[src/rtl/bus_arbiter4_if.sv]
// Handshake bundle between four requesters, the shared resource and the round-robin arbiter.
// master = requester/resource side (drives req, done); slave = arbiter side (drives grant outputs).
interface bus_arbiter4_if;
    logic [3:0] req;
    logic       done;
    logic [1:0] s;
    logic [3:0] gnt;
    logic       start;
    logic       busy;
    logic       abort;
    logic [1:0] err_id;

    modport master (
        output req, done,
        input  s, gnt, start, busy, abort, err_id
    );

    modport slave (
        input  req, done,
        output s, gnt, start, busy, abort, err_id
    );
endinterface

[src/rtl/bus_arbiter4.sv]
// Round-robin 4-way arbiter for one shared datapath port; grant registered one edge after req in IDLE.
// No backpressure: a grant is held until done, grantee withdrawal or the MAX_HOLD watchdog.
module bus_arbiter4 #(
    parameter int MAX_HOLD = 16
) (
    input  logic           clk,
    input  logic           rst_n,
    bus_arbiter4_if.slave  bus
);

    localparam int             CW   = (MAX_HOLD > 2) ? $clog2(MAX_HOLD) : 1;
    localparam logic [CW-1:0]  LAST = CW'(MAX_HOLD - 1);

    typedef enum logic {
        IDLE   = 1'b0,
        ACTIVE = 1'b1
    } state_t;

    state_t         state, state_nxt;
    logic [1:0]     ptr, ptr_nxt;
    logic [CW-1:0]  cnt, cnt_nxt;
    logic [1:0]     s_nxt;
    logic [3:0]     gnt_nxt;
    logic           start_nxt;
    logic           busy_nxt;
    logic           abort_nxt;
    logic [1:0]     err_nxt;
    logic [1:0]     win;

    // First set request bit scanning from the priority pointer upward, modulo 4.
    function automatic logic [1:0] pick_winner(input logic [3:0] req, input logic [1:0] from);
        logic [1:0] w;
        logic [1:0] idx;
        logic       found;
        w     = from;
        found = 1'b0;
        for (int i = 0; i < 4; i++) begin
            idx = from + 2'(i);
            if (!found && req[idx]) begin
                w     = idx;
                found = 1'b1;
            end
        end
        return w;
    endfunction

    assign win = pick_winner(bus.req, ptr);

    always_ff @(posedge clk or negedge rst_n) begin
        if (!rst_n) begin
            state <= IDLE;
        end else begin
            state <= state_nxt;
        end
    end

    always_comb begin
        state_nxt = state;
        ptr_nxt   = ptr;
        cnt_nxt   = cnt;
        s_nxt     = bus.s;
        gnt_nxt   = bus.gnt;
        start_nxt = 1'b0;
        busy_nxt  = bus.busy;
        abort_nxt = 1'b0;
        err_nxt   = bus.err_id;

        case (state)
            IDLE: begin
                if (bus.req != 4'b0000) begin
                    state_nxt = ACTIVE;
                    s_nxt     = win;
                    gnt_nxt   = 4'b0001 << win;
                    start_nxt = 1'b1;
                    busy_nxt  = 1'b1;
                    cnt_nxt   = '0;
                end
            end
            ACTIVE: begin
                // done outranks both withdrawal and expiry, so a late done never raises abort
                if (bus.done || !bus.req[bus.s] || (cnt == LAST)) begin
                    state_nxt = IDLE;
                    gnt_nxt   = 4'b0000;
                    busy_nxt  = 1'b0;
                    ptr_nxt   = bus.s + 2'd1;
                    cnt_nxt   = '0;
                    if (!bus.done && bus.req[bus.s]) begin
                        abort_nxt = 1'b1;
                        err_nxt   = bus.s;
                    end
                end else begin
                    cnt_nxt = cnt + CW'(1);
                end
            end
            default: begin
                state_nxt = IDLE;
            end
        endcase
    end

    always_ff @(posedge clk or negedge rst_n) begin
        if (!rst_n) begin
            ptr        <= 2'd0;
            cnt        <= '0;
            bus.s      <= 2'd0;
            bus.gnt    <= 4'b0000;
            bus.start  <= 1'b0;
            bus.busy   <= 1'b0;
            bus.abort  <= 1'b0;
            bus.err_id <= 2'd0;
        end else begin
            ptr        <= ptr_nxt;
            cnt        <= cnt_nxt;
            bus.s      <= s_nxt;
            bus.gnt    <= gnt_nxt;
            bus.start  <= start_nxt;
            bus.busy   <= busy_nxt;
            bus.abort  <= abort_nxt;
            bus.err_id <= err_nxt;
        end
    end

    a_gnt_matches_sel: assert property (@(posedge clk) disable iff (!rst_n)
        bus.busy |-> (bus.gnt == (4'b0001 << bus.s)));
    a_gnt_zero_idle: assert property (@(posedge clk) disable iff (!rst_n)
        !bus.busy |-> (bus.gnt == 4'b0000));
    a_start_in_active: assert property (@(posedge clk) disable iff (!rst_n)
        bus.start |-> bus.busy);
    a_abort_in_idle: assert property (@(posedge clk) disable iff (!rst_n)
        bus.abort |-> !bus.busy);

endmodule

[src/flat_wrapper.sv]
// flat-port wrapper written by rule: the top's interface ports become plain ports
module bus_arbiter4_flat 
#(
    parameter int MAX_HOLD = 16
)
  (clk, rst_n, bus_req, bus_done, bus_s, bus_gnt, bus_start, bus_busy, bus_abort, bus_err_id);
  bus_arbiter4_if bus_i ();
  input  logic clk;
  input  logic rst_n;
  input wire logic [$bits(bus_i.req)-1:0] bus_req;
  input wire logic [$bits(bus_i.done)-1:0] bus_done;
  output wire logic [$bits(bus_i.s)-1:0] bus_s;
  output wire logic [$bits(bus_i.gnt)-1:0] bus_gnt;
  output wire logic [$bits(bus_i.start)-1:0] bus_start;
  output wire logic [$bits(bus_i.busy)-1:0] bus_busy;
  output wire logic [$bits(bus_i.abort)-1:0] bus_abort;
  output wire logic [$bits(bus_i.err_id)-1:0] bus_err_id;
  assign bus_i.req = bus_req;
  assign bus_i.done = bus_done;
  assign bus_s = bus_i.s;
  assign bus_gnt = bus_i.gnt;
  assign bus_start = bus_i.start;
  assign bus_busy = bus_i.busy;
  assign bus_abort = bus_i.abort;
  assign bus_err_id = bus_i.err_id;
  bus_arbiter4 #(.MAX_HOLD(MAX_HOLD)) u_core (.clk(clk), .rst_n(rst_n), .bus(bus_i));
endmodule
[config.mk]
export PLATFORM = sky130hd
export DESIGN_NAME = bus_arbiter4_flat
export DESIGN_NICKNAME = d
export VERILOG_FILES = /design/src/rtl/bus_arbiter4_if.sv /design/src/rtl/bus_arbiter4.sv /design/src/flat_wrapper.sv
export SDC_FILE = /design/constraint.sdc
export NUM_CORES = 1
export LEC_CHECK = 0
export CORE_MARGIN = 1.5
export CORE_UTILIZATION = 43
export DETAILED_ROUTE_END_ITERATION = 12
export PLACE_DENSITY_LB_ADDON = 0.1
export SLEW_MARGIN = 10
export SYNTH_ARGS = -nofsm -noshare
export SYNTH_HDL_FRONTEND = slang
export SYNTH_SLANG_ARGS = --single-unit
[constraint.sdc]
create_clock -name clk -period 1.6 [get_ports clk]
set_clock_uncertainty 0.2 [all_clocks]
set_input_delay 0.32 -clock clk [delete_from_list [all_inputs] [get_ports clk]]
set_output_delay 0.32 -clock clk [all_outputs]
set_load 0.1 [all_outputs]
==> key figures <==
Outcome
  • Status: complete, but fails checks
  • Failing checks: negative setup slack

Critical path
  • CP endpoint kind: register
  • Crit start category: register
  • CP required: 1.58 ns
  • Max incr delay on CP: 0.53 ns
  • Critical-path cell list: mux2i_4 > o22ai_4 > nand3_2 > mux2_1
  • CP max FO: 3
  • Slowest stage cell, crit path: dfrtp_4
  • WS Path Type: register to register
  • Data arrival time of the worst path: 1.70 ns

Power
  • Maximum vdd drop: between 1.5 and 2 mV
  • PD cells: 2090 mW/mm²
  • Internal Power: 1590 µW
  • Sequential Power Share: 24.6%
  • Net Sw Power: 1480 µW
  • Pleak: 0.000677 µW
  • Sw Share: approximately 48%
  • Comb pwr share: between 60 and 70%
  • Clock power frac: 9.0%

Detailed routing
  • Drt via density: roughly 5.4
  • Total Wirelength: ~2100 µm
  • Post-DR wirelength/cell: approximately 14 µm
  • DR WL met2: 1070 µm
  • Iteration-0 DRC Markers: 10
  • Top Layer Used: met4
  • ANT nets after route: 0
  • DRC Markers: 0
  • Drt pass-1 iters: 4
  • Metal3 WL: slightly above 100 µm
  • Via count: 817
  • WL met1: between 900 and 1000 µm

STA
  • RSZ-0062 raised after global routing: true
  • Relative slew slack: 79.4%
  • Final setup viols: 10
  • Max Slew Vio Count: 0
  • Final period util: 107%
  • Final min period: 1.72 ns
  • Worst slew pin tran: between 0.3 and 0.4 ns
  • Final hold viol count: 0
  • FMAX: 582 MHz
  • Final WS setup: -0.119 ns
  • TNS Setup: -0.775 ns

Clocking
  • Num CTS Buffers: 3
  • Clock Tree Buf Depth: 2
  • Worst-Skew Late Latency: roughly 0.28 ns
  • H-tree levels: 1
  • Clock sinks: 18
  • # hold bufs at CTS: 0
  • Clock-pin slew on the worst setup and hold paths: 0.11 ns
  • TritonCTS clock tree: done
  • Clk root buf: clkbuf_4

Placement
  • Dpl ws: -0.567 ns
  • DP HPWL: 1520 µm
  • GPL Wtd Cong: 0.769
  • Placed cells: roughly 140
  • Port bufs: 17

Floorplan
  • FP Rows: 16
  • Die area: around 0.0025 mm²
  • Core Region: slightly above 0.002 mm²
  • Die height: 49.8 µm
  • Initial core utilization: 46.6%
  • Ports: 18
  • Die Width: 49.8 µm

Logic synthesis
  • Post-synthesis sequential area ratio: 47.8%
  • Yosys warnings: 0
  • Largest cells by area after synthesis: dfrtp_1, mux2i_1, nand2_1, o21ai_0, o32ai_1
  • Seq cells post-synth: 18
  • Mapped Cells: 91
  • Mapped Area: 942 µm²
  • Library cells used by synthesis: 35
  • Synthesized Nets: 99
  • Area leader, netlist: dfrtp_1
  • Post-synth top area share: 47.8%
  • Syn avg cell area: 10.4 µm²

Global route
  • Vias in the first global route: 880
  • Grt total ovfl: 0
  • GR Util All Layers: 19.7%
  • Largest net degree at the start of global routing: 19
  • First-pass GRT wire length: around 3800 µm
  • Antenna violations before repair: 0

Cells and area
  • Final cell count without fillers: 151
  • Area grow syn2layout: 56.2%
  • Area of the multi-input gates: 513 µm²
  • Final core utilization: 72.8%
  • Nets: 133
  • FF/Latch Area: about 460 µm²
  • Layout cells sized above 1: 42.7%
  • Diodes inserted: 0
  • FILL cells: ~150

Flow run
  • Max Cap Viol: 0

Hold path
  • Hold crit path type: input pin to async pin
per-layer routing:
layer	vias to the layer above	GRT usage [%]
met4	0	6.02
met3	4	3.64
met2	30	33.1
li1	389	-
met1	394	25.8
met5	-	0
state kept, by name, indices dropped and copies added (netlist names):
name,flops
u_core.cnt,4
u_core.bus.s,2
u_core.state,1
u_core.bus.busy,1
u_core.bus.err_id,2
u_core.bus.abort,1
u_core.ptr,2
u_core.bus.gnt,4
u_core.bus.start,1
cell usage after synthesis:
library cell / n
o22ai_1: 1
mux2_1: 2
a221oi_1: 1
or2_2: 1
nor4_1: 1
a21o_1: 1
a221o_1: 1
o211ai_1: 1
nor2_1: 3
ha_1: 1
a32oi_1: 1
buf_2: 3
nand3_1: 4
xor2_1: 1
dfrtp_1: 18
mux2_4: 1
or2_1: 1
a21bo_2: 1
a21boi_4: 1
a211o_1: 1
clkbuf_2: 1
o211a_1: 1
a31oi_1: 1
o21ai_0: 7
mux2i_1: 4
a21oi_1: 1
nor2b_1: 2
nand2b_1: 2
o22ai_4: 1
buf_6: 1
o32ai_1: 4
inv_1: 9
nand3_2: 1
nand2_1: 10
o21bai_1: 1
area by class of cell:
cell class                      count  share of cell area (%)
Multi-Input combinational cell     59                    34.9
Sequential cell                    18                    31.0
Timing Repair Buffer               34                    27.1
Clock buffer                        4                    2.47
Inverter                            9                    2.30
Tap cell                           27                    2.30
power by group through the flow:
stage          sequential [µW]  combinational (µW)  clock, µW
3_3_place_gp               758                1820          0
3_5_place_dp               760                1850          0
4_1_cts                    756                1960        286
5_1_grt                    775                2140        308
6_report                   755                2040        278
2_1_floorplan             1350                 577          0
kinds of logic after synthesis:
group	after synthesis	share of synthesized area, %
muxes	7	8.23
and+or+nand+nor	25	13.0
buffers and inverters	14	6.90
DFF	18	47.8
AOI/OAI and AO/OA	25	21.8
adders and majority gates	1	1.33
xor gates and xnor gates	1	0.930
worst paths after layout:
path / to / slack, ns / start / depth (start not counted)
worst max-delay path: u_core.bus.err_id[1]$_DFFE_PN0P_ / -0.12 / u_core.bus.s[1]$_DFFE_PN0P_ / 4
worst min-delay path: u_core.bus.s[1]$_DFFE_PN0P_ / 0.16 / rst_n / 2
worst max register to register: u_core.bus.err_id[1]$_DFFE_PN0P_ / -0.12 / u_core.bus.s[1]$_DFFE_PN0P_ / 4
worst min register to register: u_core.cnt[2]$_DFFE_PN0P_ / 0.34 / u_core.cnt[2]$_DFFE_PN0P_ / 1
max in group asynchronous: u_core.bus.s[1]$_DFFE_PN0P_ / 0.83 / rst_n / 2
min in group clk: u_core.cnt[2]$_DFFE_PN0P_ / 0.34 / u_core.cnt[2]$_DFFE_PN0P_ / 1
layout by cell type, fill, tap and decap left out, types with 2 or more instances in the layout:
cell	netlist	final
nand2b_1	2	2
dfrtp_1	18	16
clkbuf_4	0	3
nor2_1	3	2
mux2i_4	0	2
mux2_1	2	2
buf_12	0	11
nand3_1	4	3
clkbuf_2	1	2
o21ai_1	0	4
nand3_2	1	2
clkdlybuf4s50_1	0	2
o32ai_2	0	4
nand2_1	10	10
o21ai_0	7	2
nor2b_1	2	2
inv_1	9	9
mux2i_1	4	2
dlygate4sd2_1	0	2
buf_4	0	16
critical path: cells and delay by family, from the launching register on:
kind,cells,cell delay [ns]
muxes,2,0.52
and+or+nand+nor,1,0.13
DFF,1,0.53
AOI/OAI and AO/OA,1,0.22
stage by stage:
stage,power (µW),hold slack (ns),area (µm²)
6_report,3070,0.155,1470
5_1_grt,3220,0.166,1470
4_1_cts,3000,0.163,1450
3_5_place_dp,2610,0.310,1360
3_3_place_gp,2580,0.290,1360
2_1_floorplan,1930,-0.176,972
what timing repair did:
item | 4_1_cts | 5_1_grt
pin swaps | 3 | 6
resized for setup | 17 | 8
setup endpoints to repair | 18 | 17
hold endpoints to repair | 0 | 0
setup buffers | 1 | 2
No activity file was read; power rests on OpenSTA's default activity.
